===== src/rtl/tlb_fence_responder_if.sv =====
// Fence-responder bus: flush request/operands, tag-array read port, valid-clear write port.
// The responder uses the slave modport; the TLB/fence side uses master.
interface tlb_fence_responder_if #(
   parameter int SETS       = 32,
   parameter int WAYS       = 4,
   parameter int VADDR_SIZE = 39,
   parameter int ASID_W     = 16,
   parameter int VPN_W      = VADDR_SIZE - 12,
   parameter int SET_W      = $clog2(SETS)
);
   logic                    flush_req;
   logic                    flush_all;
   logic [VADDR_SIZE-1:0]   flush_vaddr;
   logic [ASID_W-1:0]       flush_asid;
   logic                    flush_end;
   logic                    busy;
   logic                    tag_ren;
   logic [SET_W-1:0]        tag_raddr;
   logic [WAYS-1:0]         tag_valid;
   logic [WAYS-1:0]         tag_global;
   logic [WAYS*ASID_W-1:0]  tag_asid;
   logic [WAYS*VPN_W-1:0]   tag_vpn;
   logic                    valid_we;
   logic [SET_W-1:0]        valid_waddr;
   logic [WAYS-1:0]         valid_clr;

   modport slave (
      input  flush_req, flush_all, flush_vaddr, flush_asid,
      input  tag_valid, tag_global, tag_asid, tag_vpn,
      output flush_end, busy, tag_ren, tag_raddr,
      output valid_we, valid_waddr, valid_clr
   );

   modport master (
      output flush_req, flush_all, flush_vaddr, flush_asid,
      output tag_valid, tag_global, tag_asid, tag_vpn,
      input  flush_end, busy, tag_ren, tag_raddr,
      input  valid_we, valid_waddr, valid_clr
   );
endinterface


===== src/rtl/tlb_fence_responder.sv =====
// sfence.vma responder: walks one set (address flush) or all sets (flush-all),
// clearing valid bits of matching ways, then pulses flush_end.
module tlb_fence_responder #(
   parameter int SETS       = 32,
   parameter int WAYS       = 4,
   parameter int VADDR_SIZE = 39,
   parameter int ASID_W     = 16,
   parameter int VPN_W      = VADDR_SIZE - 12
) (
   input  logic                 clk,
   input  logic                 rst,
   tlb_fence_responder_if.slave bus
);
   localparam int SET_W = $clog2(SETS);

   typedef enum logic [1:0] {S_IDLE, S_READ, S_DRAIN, S_END} state_t;

   state_t               r_state;
   logic                 r_all;
   logic [VPN_W-1:0]     r_vpn;
   logic [ASID_W-1:0]    r_asid;
   logic [SET_W-1:0]     r_start;
   logic [SET_W:0]       r_cnt;
   logic                 r_tag_ren;
   logic [SET_W-1:0]     r_raddr;
   logic                 r_cmp_vld;
   logic [SET_W-1:0]     r_cmp_set;
   logic                 r_flush_end;
   logic [SET_W:0]       w_last;
   logic [WAYS-1:0]      w_match;
   logic                 w_unused_vaddr_lo;

   assign w_last            = r_all ? (SET_W+1)'(SETS - 1) : '0;
   assign w_unused_vaddr_lo = ^bus.flush_vaddr[11:0];

   // Tag array output is itself the read register, so the compare is pure
   // gating on it and lands in the cycle the data appears.
   always_comb begin
      w_match = '0;
      for (int unsigned w = 0; w < WAYS; w++) begin
         w_match[w] = bus.tag_valid[w]
                    & (r_all | (bus.tag_vpn[w*VPN_W +: VPN_W] == r_vpn))
                    & ((r_asid == '0) |
                       (~bus.tag_global[w] & (bus.tag_asid[w*ASID_W +: ASID_W] == r_asid)));
      end
   end

   always_ff @(posedge clk) begin
      if (rst) begin
         r_state     <= S_IDLE;
         r_all       <= 1'b0;
         r_vpn       <= '0;
         r_asid      <= '0;
         r_start     <= '0;
         r_cnt       <= '0;
         r_tag_ren   <= 1'b0;
         r_raddr     <= '0;
         r_cmp_vld   <= 1'b0;
         r_cmp_set   <= '0;
         r_flush_end <= 1'b0;
      end else begin
         r_cmp_vld <= r_tag_ren;
         r_cmp_set <= r_raddr;
         case (r_state)
            S_IDLE: begin
               if (bus.flush_req) begin
                  r_state   <= S_READ;
                  r_all     <= bus.flush_all;
                  r_vpn     <= bus.flush_vaddr[VADDR_SIZE-1:12];
                  r_asid    <= bus.flush_asid;
                  r_start   <= bus.flush_all ? '0 : bus.flush_vaddr[12 +: SET_W];
                  r_raddr   <= bus.flush_all ? '0 : bus.flush_vaddr[12 +: SET_W];
                  r_cnt     <= '0;
                  r_tag_ren <= 1'b1;
               end
            end
            S_READ: begin
               if (r_cnt == w_last) begin
                  r_state   <= S_DRAIN;
                  r_tag_ren <= 1'b0;
               end else begin
                  r_cnt   <= r_cnt + 1'b1;
                  r_raddr <= r_start + SET_W'(r_cnt + 1'b1);
               end
            end
            S_DRAIN: begin
               r_state     <= S_END;
               r_flush_end <= 1'b1;
            end
            S_END: begin
               r_state     <= S_IDLE;
               r_flush_end <= 1'b0;
            end
            default: r_state <= S_IDLE;
         endcase
      end
   end

   assign bus.busy        = (r_state != S_IDLE) | bus.flush_req;
   assign bus.flush_end   = r_flush_end;
   assign bus.tag_ren     = r_tag_ren;
   assign bus.tag_raddr   = r_raddr;
   assign bus.valid_we    = r_cmp_vld & (|w_match);
   assign bus.valid_clr   = r_cmp_vld ? w_match : '0;
   assign bus.valid_waddr = r_cmp_set;
endmodule


===== src/flat_wrapper.sv =====
// flat-port wrapper written by rule: the top's interface ports become plain ports
module tlb_fence_responder_flat 
#(
   parameter int SETS       = 32,
   parameter int WAYS       = 4,
   parameter int VADDR_SIZE = 39,
   parameter int ASID_W     = 16,
   parameter int VPN_W      = VADDR_SIZE - 12
)
  (clk, rst, bus_flush_req, bus_flush_all, bus_flush_vaddr, bus_flush_asid, bus_tag_valid, bus_tag_global, bus_tag_asid, bus_tag_vpn, bus_flush_end, bus_busy, bus_tag_ren, bus_tag_raddr, bus_valid_we, bus_valid_waddr, bus_valid_clr);
  tlb_fence_responder_if #(.SETS(SETS), .WAYS(WAYS), .VADDR_SIZE(VADDR_SIZE), .ASID_W(ASID_W), .VPN_W(VPN_W)) bus_i ();
  input  logic clk;
  input  logic rst;
  input wire logic [$bits(bus_i.flush_req)-1:0] bus_flush_req;
  input wire logic [$bits(bus_i.flush_all)-1:0] bus_flush_all;
  input wire logic [$bits(bus_i.flush_vaddr)-1:0] bus_flush_vaddr;
  input wire logic [$bits(bus_i.flush_asid)-1:0] bus_flush_asid;
  input wire logic [$bits(bus_i.tag_valid)-1:0] bus_tag_valid;
  input wire logic [$bits(bus_i.tag_global)-1:0] bus_tag_global;
  input wire logic [$bits(bus_i.tag_asid)-1:0] bus_tag_asid;
  input wire logic [$bits(bus_i.tag_vpn)-1:0] bus_tag_vpn;
  output wire logic [$bits(bus_i.flush_end)-1:0] bus_flush_end;
  output wire logic [$bits(bus_i.busy)-1:0] bus_busy;
  output wire logic [$bits(bus_i.tag_ren)-1:0] bus_tag_ren;
  output wire logic [$bits(bus_i.tag_raddr)-1:0] bus_tag_raddr;
  output wire logic [$bits(bus_i.valid_we)-1:0] bus_valid_we;
  output wire logic [$bits(bus_i.valid_waddr)-1:0] bus_valid_waddr;
  output wire logic [$bits(bus_i.valid_clr)-1:0] bus_valid_clr;
  assign bus_i.flush_req = bus_flush_req;
  assign bus_i.flush_all = bus_flush_all;
  assign bus_i.flush_vaddr = bus_flush_vaddr;
  assign bus_i.flush_asid = bus_flush_asid;
  assign bus_i.tag_valid = bus_tag_valid;
  assign bus_i.tag_global = bus_tag_global;
  assign bus_i.tag_asid = bus_tag_asid;
  assign bus_i.tag_vpn = bus_tag_vpn;
  assign bus_flush_end = bus_i.flush_end;
  assign bus_busy = bus_i.busy;
  assign bus_tag_ren = bus_i.tag_ren;
  assign bus_tag_raddr = bus_i.tag_raddr;
  assign bus_valid_we = bus_i.valid_we;
  assign bus_valid_waddr = bus_i.valid_waddr;
  assign bus_valid_clr = bus_i.valid_clr;
  tlb_fence_responder #(.SETS(SETS), .WAYS(WAYS), .VADDR_SIZE(VADDR_SIZE), .ASID_W(ASID_W), .VPN_W(VPN_W)) u_core (.clk(clk), .rst(rst), .bus(bus_i));
endmodule

===== config.mk =====
export PLATFORM = sky130hd
export DESIGN_NAME = tlb_fence_responder_flat
export DESIGN_NICKNAME = d
export VERILOG_FILES = /design/src/rtl/tlb_fence_responder_if.sv /design/src/rtl/tlb_fence_responder.sv /design/src/flat_wrapper.sv
export SDC_FILE = /design/constraint.sdc
export NUM_CORES = 1
export LEC_CHECK = 0
export ABC_AREA = 0
export CAP_MARGIN = 20
export CORE_MARGIN = 4
export CORE_UTILIZATION = 26
export DETAILED_ROUTE_END_ITERATION = 10
export GPL_TIMING_DRIVEN = 0
export HOLD_SLACK_MARGIN = 0.1
export SLEW_MARGIN = 20
export SYNTH_ARGS = -nofsm -noshare
export SYNTH_HDL_FRONTEND = slang
export SYNTH_SLANG_ARGS = --single-unit

===== constraint.sdc =====
create_clock -name clk -period 2.68 [get_ports clk]
set_input_delay 0.536 -clock clk [delete_from_list [all_inputs] [get_ports clk]]
set_output_delay 0.536 -clock clk [all_outputs]
set_load 0.01 [all_outputs]

==> results.toml, run 1 <==
[place]
hpwl_mm = 16.95
place_ws_ns = -0.9048
place_area_mm2 = 0.007791
port_buffers = 243
place_congestion = 0.8527
placed_cells = 1144

[floorplanning]
io_pins = 257
die_area_mm2 = 0.02165
start_util_pct = 26.64
core_mm2 = 0.01889
die_w_um = 147.1
fp.dieH_um = 147.1
rows = 50

[run_status]
violations = "negative setup slack"
status = "finished, violations left"

[finish]
fill_cells = 1955
multiInputGateArea_mm2 = 0.003656
num-nets-final = 1123
seq_area_mm2 = 0.001501
syn_to_final_growth_pct = 67.98
drive_above_1_share_pct = 17.77
instances_no_fill = 1141
final_area_mm2 = 0.008456
fin_util_pct = 44.76

[timing]
tightest_slew_ns = 0.7004
slew_violations = 0
max_clock_freq_ghz = 0.3689
relSlewSlack_pct = 53.31
finalHoldViolCount = 0
final.min_clock_period_ns = 2.711
rsz0062_at_grt = "yes"
period_share_pct = 101.1
finalSetupViolations = 1
skew_ns = 0.004005
setup_ws_ns = -0.03077

[clock_network]
cts_htree_levels = 3
cts_tree = "built"
cts.sink_count = 70
cts_hold_buf = 0
clk_pin_slew_ns = 0.06
clockBufferDepth = 2
numCtsBuffers = 9
cts_root_buf = "clkbuf_16"
insertion_delay_ns = 0.33

[route]
firstDrtPassIters = 4
drc_errors = 0
wl_per_cell_um = 18.68
drt-total-wl_mm = 21.31
ant_nets = 0
vias = 5155
drt_iter0_markers = 203
viasPerCell = 4.518

[logic_synthesis]
synthCells = 641
synth_area_mm2 = 0.005034
ys_seq_area_share_pct = 27.84
synth_edf_count = 0
ys.flop_type = "dfxtp_1"
syn-num-nets = 891
ys_seq_elements = 70
syn_area_per_cell_um2 = 7.853
synthArstFlopShare_pct = 0
synth_warnings = 0
ys_types = 43

[setup_path]
arrival_ns = 2.17
start_kind = "input pin"
crit_type = "input pin to output port"
end_kind = "output port"
cp.required_ns = 2.14
critical_path_peak_fanout = 2

[power_and_ir_drop]
irDropWorstVdd_mv = 0.3547
p_per_area_mw_per_mm2 = 620.7
p_leak_uw = 0.003386
total_power_uw = 5248

[run]
drv_cap = 0

[global_routing]
grt-ovfl-total = 0
grt_antenna_before_repair = 3
grt_pass1_vias = 5335
grt_pass1_wl_mm = 31.70
track_usage_pct = 19.08
grt_max_degree = 13

[hold_path]
min_path_type = "register to register"
==> layout make-up <==
cell class	count	share of cell area [%]
inverters	11	0.4883
well taps	260	3.847
diodes	3	0.08878
clock inverters	6	1.021
plain buffers	25	1.317
clock buffers	10	2.708
flip-flops and latches	70	17.76
multi-input cells	492	43.24
repair buffers	264	29.54
==> cells in the final DEF (no fill, tap or decap), types with 6 or more instances in the layout <==
cell type	synthesis	routed
dfxtp_2	0	17
buf_4	0	15
clkbuf_1	61	21
nor4_1	23	9
nand2_1	101	101
clkbuf_16	0	9
nand4_1	26	26
nor4_2	0	11
ha_1	10	10
clkdlybuf4s50_1	0	136
xnor2_1	96	82
nor3_1	11	6
dlymetal6s2s_1	0	11
nor2_1	18	18
buf_6	2	7
dlygate4sd2_1	0	71
nor2b_1	7	7
buf_2	1	12
inv_1	11	11
xnor2_2	0	14
xor2_1	85	80
a21oi_1	61	57
dfxtp_1	70	32
dfxtp_4	0	21
clkdlybuf4s15_1	0	7
==> path summary, 6_finish.rpt <==
kind                           from                       to  slack, ns  depth (start not counted)
setup / recovery    bus_tag_vpn[68]             bus_valid_we      -0.03                          8
hold / removal    u_core.r_start[0]        u_core.r_start[0]       0.46                          2
setup reg to reg    u_core.r_cnt[0]  u_core.bus.tag_raddr[4]       0.49                          8
hold reg to reg   u_core.r_start[0]        u_core.r_start[0]       0.46                          2
==> synth_stat cells, types with 2 or more instances <==
cell,count,share of area [%]
nand4_1,26,3.2
xor2_1,85,15
a211oi_2,5,1.2
ha_1,10,2.5
nor4_1,23,2.9
dfxtp_1,70,28
a211oi_1,2,0.30
nand3_1,5,0.50
nor2b_1,7,0.87
buf_6,2,0.45
buf_1,3,0.22
a41oi_1,3,0.52
inv_1,11,0.82
nor3_1,11,1.1
clkbuf_1,61,4.5
nor4b_1,2,0.35
a21oi_1,61,6.1
a32oi_1,2,0.35
nor3b_1,5,0.75
o21ai_0,2,0.20
xnor2_1,96,17
nand3b_1,5,0.75
nor2_1,18,1.3
and2_1,5,0.62
nand2_1,101,7.5
a21o_1,3,0.45
==> per-layer routing <==
layer,global-route usage [%],vias to the layer above,part of all wire [%]
li1,-,2585,-
met1,24.59,2406,44
met2,33.25,148,50
met3,3.825,16,5.5
met4,3.774,0,0.85
met5,0,-,0
==> flip-flops by register name, indices dropped and copies added, names as in the netlist <==
register                cells
u_core.r_vpn               27
u_core.r_asid              16
u_core.r_cnt                6
u_core.bus.tag_raddr        5
u_core.bus.valid_waddr      5
u_core.r_start              5
u_core.r_state              2
u_core.bus.flush_end        1
u_core.bus.tag_ren          1
u_core.r_all                1
u_core.r_cmp_vld            1
==> cell families (layout without fill, tap and decap cells) <==
group | after synthesis | in the layout | synth area share (%)
DFF | 70 | 70 | 27.84
adders and majority gates | 11 | 11 | 2.883
and+or+nand+nor | 215 | 215 | 21.08
muxes | 1 | 1 | 0.1989
xor gates and xnor gates | 181 | 181 | 31.49
AOI/OAI and AO/OA | 84 | 84 | 10.27
buffers and inverters | 79 | 316 | 6.239
other | 0 | 3 | 0
==> report_power, final <==
group	total (uW)	switching, uW	internal, uW
sequential	1660	380	1280
combinational	2330	1150	1180
clock	1260	449	813
==> critical path: stages <==
cell and delay (ns):
dlygate4sd2_1 0.26, xnor2_2 0.15, nand4_1 0.20, nor4_4 0.38, a41oi_2 0.18, nor3_2 0.15
o41a_1 0.18, buf_2 0.13
==> per-stage QoR <==
stage                     hold WS (ns)  TNS (ns)
after CTS                       0.4615   -0.1024
after floorplan                 0.4400         0
after detailed placement        0.4536    -4.213
after global routing            0.4902   -0.4150
after global placement          0.4535    -4.387
final                           0.4603  -0.03077
==> repair_timing <==
item	4_1_cts	5_1_grt
setup endpoints to repair	5	5
resized for setup	240	37
pin swaps	97	37
buffers inserted	15	7
cloned	0	0
(Power assumes the default switching activity.)
==> inputs of run 2 (changes only) <==
- ABC_AREA: 0 -> 1
==> run 2 against run 1 <==
Compared with the run above:
- the flow now finishes without violations
- maximum frequency increased by 4.9%
- utilization is 1.3 points lower
- synthesized area increased by 10%
- total power is 14% higher
- worst hold slack worse by 0.022 ns
- non-clock buffer count shrank 2
- critical endpoint unchanged
- largest cell class unchanged
- highest routed layer is now met5
==> results.toml, run 2 <==
[clock_network]
clk_pin_slew_ns = 0.07
clockBufferDepth = 2
cts_htree_levels = 3
cts.sink_count = 70
cts_tree = "built"
cts_root_buf = "clkbuf_16"
numCtsBuffers = 9
insertion_delay_ns = 0.35
cts_hold_buf = 0

[setup_path]
slowest_stage = "clkdlybuf4s50_1"
crit_buf_inv = 2
critical_path_peak_fanout = 2
cp.required_ns = 2.14
r2r-end = "u_core.r_asid[11]"
crit_type = "input pin to output port"
end_kind = "output port"
ff2ff_path_depth = 7
crit_chain = "clkdlybuf4s50_1, xnor2_1, nand2_1, nor2_1, nand2_1, nor2_2, nand2_2, nand2_2, nand3_2, nand2_1, nor2_1, nor2_1, buf_2"
r2r-start = "u_core.r_state[0]"
crit_family = "simple AND/OR/NAND/NOR gates"
arrival_ns = 2.05
r2r_slack_ns = 0.46
start_kind = "input pin"
cp_slowest_stage_delay_ns = 0.47

[finish]
regMostFlops = "u_core.r_vpn"
reg.largest.list = "u_core.r_vpn (27), u_core.r_asid (16), u_core.r_cnt (6)"
largest_reg_flops = 27
fin_util_pct = 43.44
drive_above_1_share_pct = 12.54
fill_cells = 2210
syn_to_final_growth_pct = 64.70
final_cell_mix = "253 x nand2_1, 123 x clkdlybuf4s50_1, 114 x dlymetal6s2s_1, 88 x inv_1, 86 x xnor2_1"
final_common_cell = "nand2_1"
final_area_mm2 = 0.009131
num-nets-final = 1417

[timing]
worst_hold_slack_ns = 0.4379
max_clock_freq_ghz = 0.3870
slew_violations = 0
setup_ws_ns = 0.09596
final.min_clock_period_ns = 2.584
period_share_pct = 96.42
finalHoldViolCount = 0
tightest_slew_ns = 0.6633
finalSetupViolations = 0
skew_ns = 0.01276
relSlewSlack_pct = 55.78

[power_and_ir_drop]
p_per_area_mw_per_mm2 = 656.6
irDropWorstVdd_mv = 0.3529
p_leak_uw = 0.004815

[floorplanning]
start_util_pct = 26.37
fp.dieH_um = 154.0
core_mm2 = 0.02102
die_w_um = 154.0
io_pins = 257
die_area_mm2 = 0.02372
rows = 53

[logic_synthesis]
synth_area_mm2 = 0.005544
ys_seq_elements = 70
synthCells = 912
synth_top_cell_by_area = "dfxtp_1"
yosysMostFrequentCell = "nand2_1"
synthArstFlopShare_pct = 0
syn_area_per_cell_um2 = 6.079
syn-num-nets = 1162
ys_top_cells_by_count = "271 x nand2_1, 113 x nor2_1, 89 x inv_1, 89 x xnor2_1, 70 x dfxtp_1"
synth_top_area_share_pct = 25.28
ys.flop_type = "dfxtp_1"
synth_edf_count = 0
ys_seq_area_share_pct = 25.28
ys_types = 36
synth_warnings = 0
synth_area_leaders = "dfxtp_1 25%, nand2_1 18%, xnor2_1 14%, nor2_1 7.7%, inv_1 6.0%"

[route]
drt-total-wl_mm = 21.52
vias = 6306
ant_nets = 0
viasPerCell = 4.352
wl_per_cell_um = 14.85
drc_errors = 0
drt_iter0_markers = 225
firstDrtPassIters = 5

[place]
place_ws_ns = -0.5237
hpwl_mm = 17.47
place_area_mm2 = 0.008330
port_buffers = 244
place_congestion = 0.8507

[global_routing]
met1_usage_pct = 21.50
track_usage_pct = 17.38
gr-usage-met2_pct = 30.18
grt-ovfl-total = 0
grt_pass1_vias = 6138
grt_antenna_before_repair = 3
grt_pass1_wl_mm = 32.37
grt_max_degree = 14
grt.busiest_layer = "met2"
use_met3_pct = 4.531

[hold_path]
hold_end = "u_core.r_cmp_vld"
holdPathStages = 2
min_path_type = "register to register"
worstHoldStart = "u_core.bus.tag_ren"

[run]
drv_cap = 0

[run_status]
status = "completed"
==> run 2: cell count changes in the layout (fill, tap and decap cells not counted), sizes merged, moves of 18 or more <==
cell | previous run | this run
xor2 | 85 | 14
dlygate4sd2 | 71 | 2
nand2 | 101 | 272
nor4 | 23 | 2
nand3 | 5 | 26
nor2 | 19 | 113
inv | 11 | 118
nand4 | 27 | 9
dlymetal6s2s | 11 | 114
o21ai | 3 | 71
==> run 2: final cells by class <==
type / count / area [um2] / area share, %
diodes: 2 / 5.005 / 0.05481
plain buffers: 43 / 211.5 / 2.316
clock buffers: 10 / 229.0 / 2.508
clock inverters: 6 / 93.84 / 1.028
inverters: 120 / 450.4 / 4.933
multi-input cells: 679 / 3696 / 40.48
flip-flops and latches: 70 / 1401 / 15.35
well taps: 275 / 344.1 / 3.768
repair buffers: 244 / 2700 / 29.57
==> run 2: logic make-up after synthesis <==
kind of cell | Yosys count | share of synthesized area [%]
AOI/OAI and AO/OA | 134 | 12.68
xor gates and xnor gates | 103 | 16.27
adders and majority gates | 11 | 2.618
buffers and inverters | 163 | 11.80
DFF | 70 | 25.28
and+or+nand+nor | 431 | 31.35
==> run 2: through the flow <==
step	power [uW]	cells	setup TNS (ns)
after global routing	6503	1449	-0.03319
after detailed placement	4594	1431	-2.138
after floorplan	3535	912	0
after CTS	5977	1447	-0.04132
after global placement	4567	1431	-2.072
final	5995	1449	0
==> run 2: per-layer routing <==
metal	vias to the layer above	wire length [um]	part of all wire, %
met4	2	327	1.5
met5	-	20	0.093
li1	3321	-	-
met2	157	10600	49
met1	2804	9351	43
met3	22	1224	5.7
==> run 2: what timing repair did <==
action | in CTS | in global routing
gates resized for setup | 34 | 173
setup endpoints to repair | 5 | 5
pin swaps | 11 | 156
gates cloned | 0 | 0
setup buffers | 0 | 0
==> run 2: how the worst max path moves through the flow <==
stage,from,endpoint,slack [ns],depth (start not counted)
final,bus_tag_vpn[96],bus_valid_we,0.1,13
after global routing,u_core.r_vpn[16],bus_valid_we,-0.03,13
after CTS,bus_tag_vpn[97],bus_valid_we,-0.04,13
after detailed placement,bus_tag_vpn[97],bus_valid_we,-0.52,13
after global placement,bus_tag_vpn[50],bus_valid_we,-0.51,13
after floorplan,bus_tag_vpn[96],bus_valid_we,0.80,11
==> run 2: tightest hold or removal path, stage by stage, from the launching register on <==
cell     delay, ns
dfxtp_1       0.31
inv_1         0.05
nor2_1        0.04
==> run 2: where the power goes <==
group          total, uW  internal (uW)  switching [uW]
Sequential          1550           1340             207
Clock               1330            822             507
Combinational       3120           1360            1750
Total               6000           3530            2470
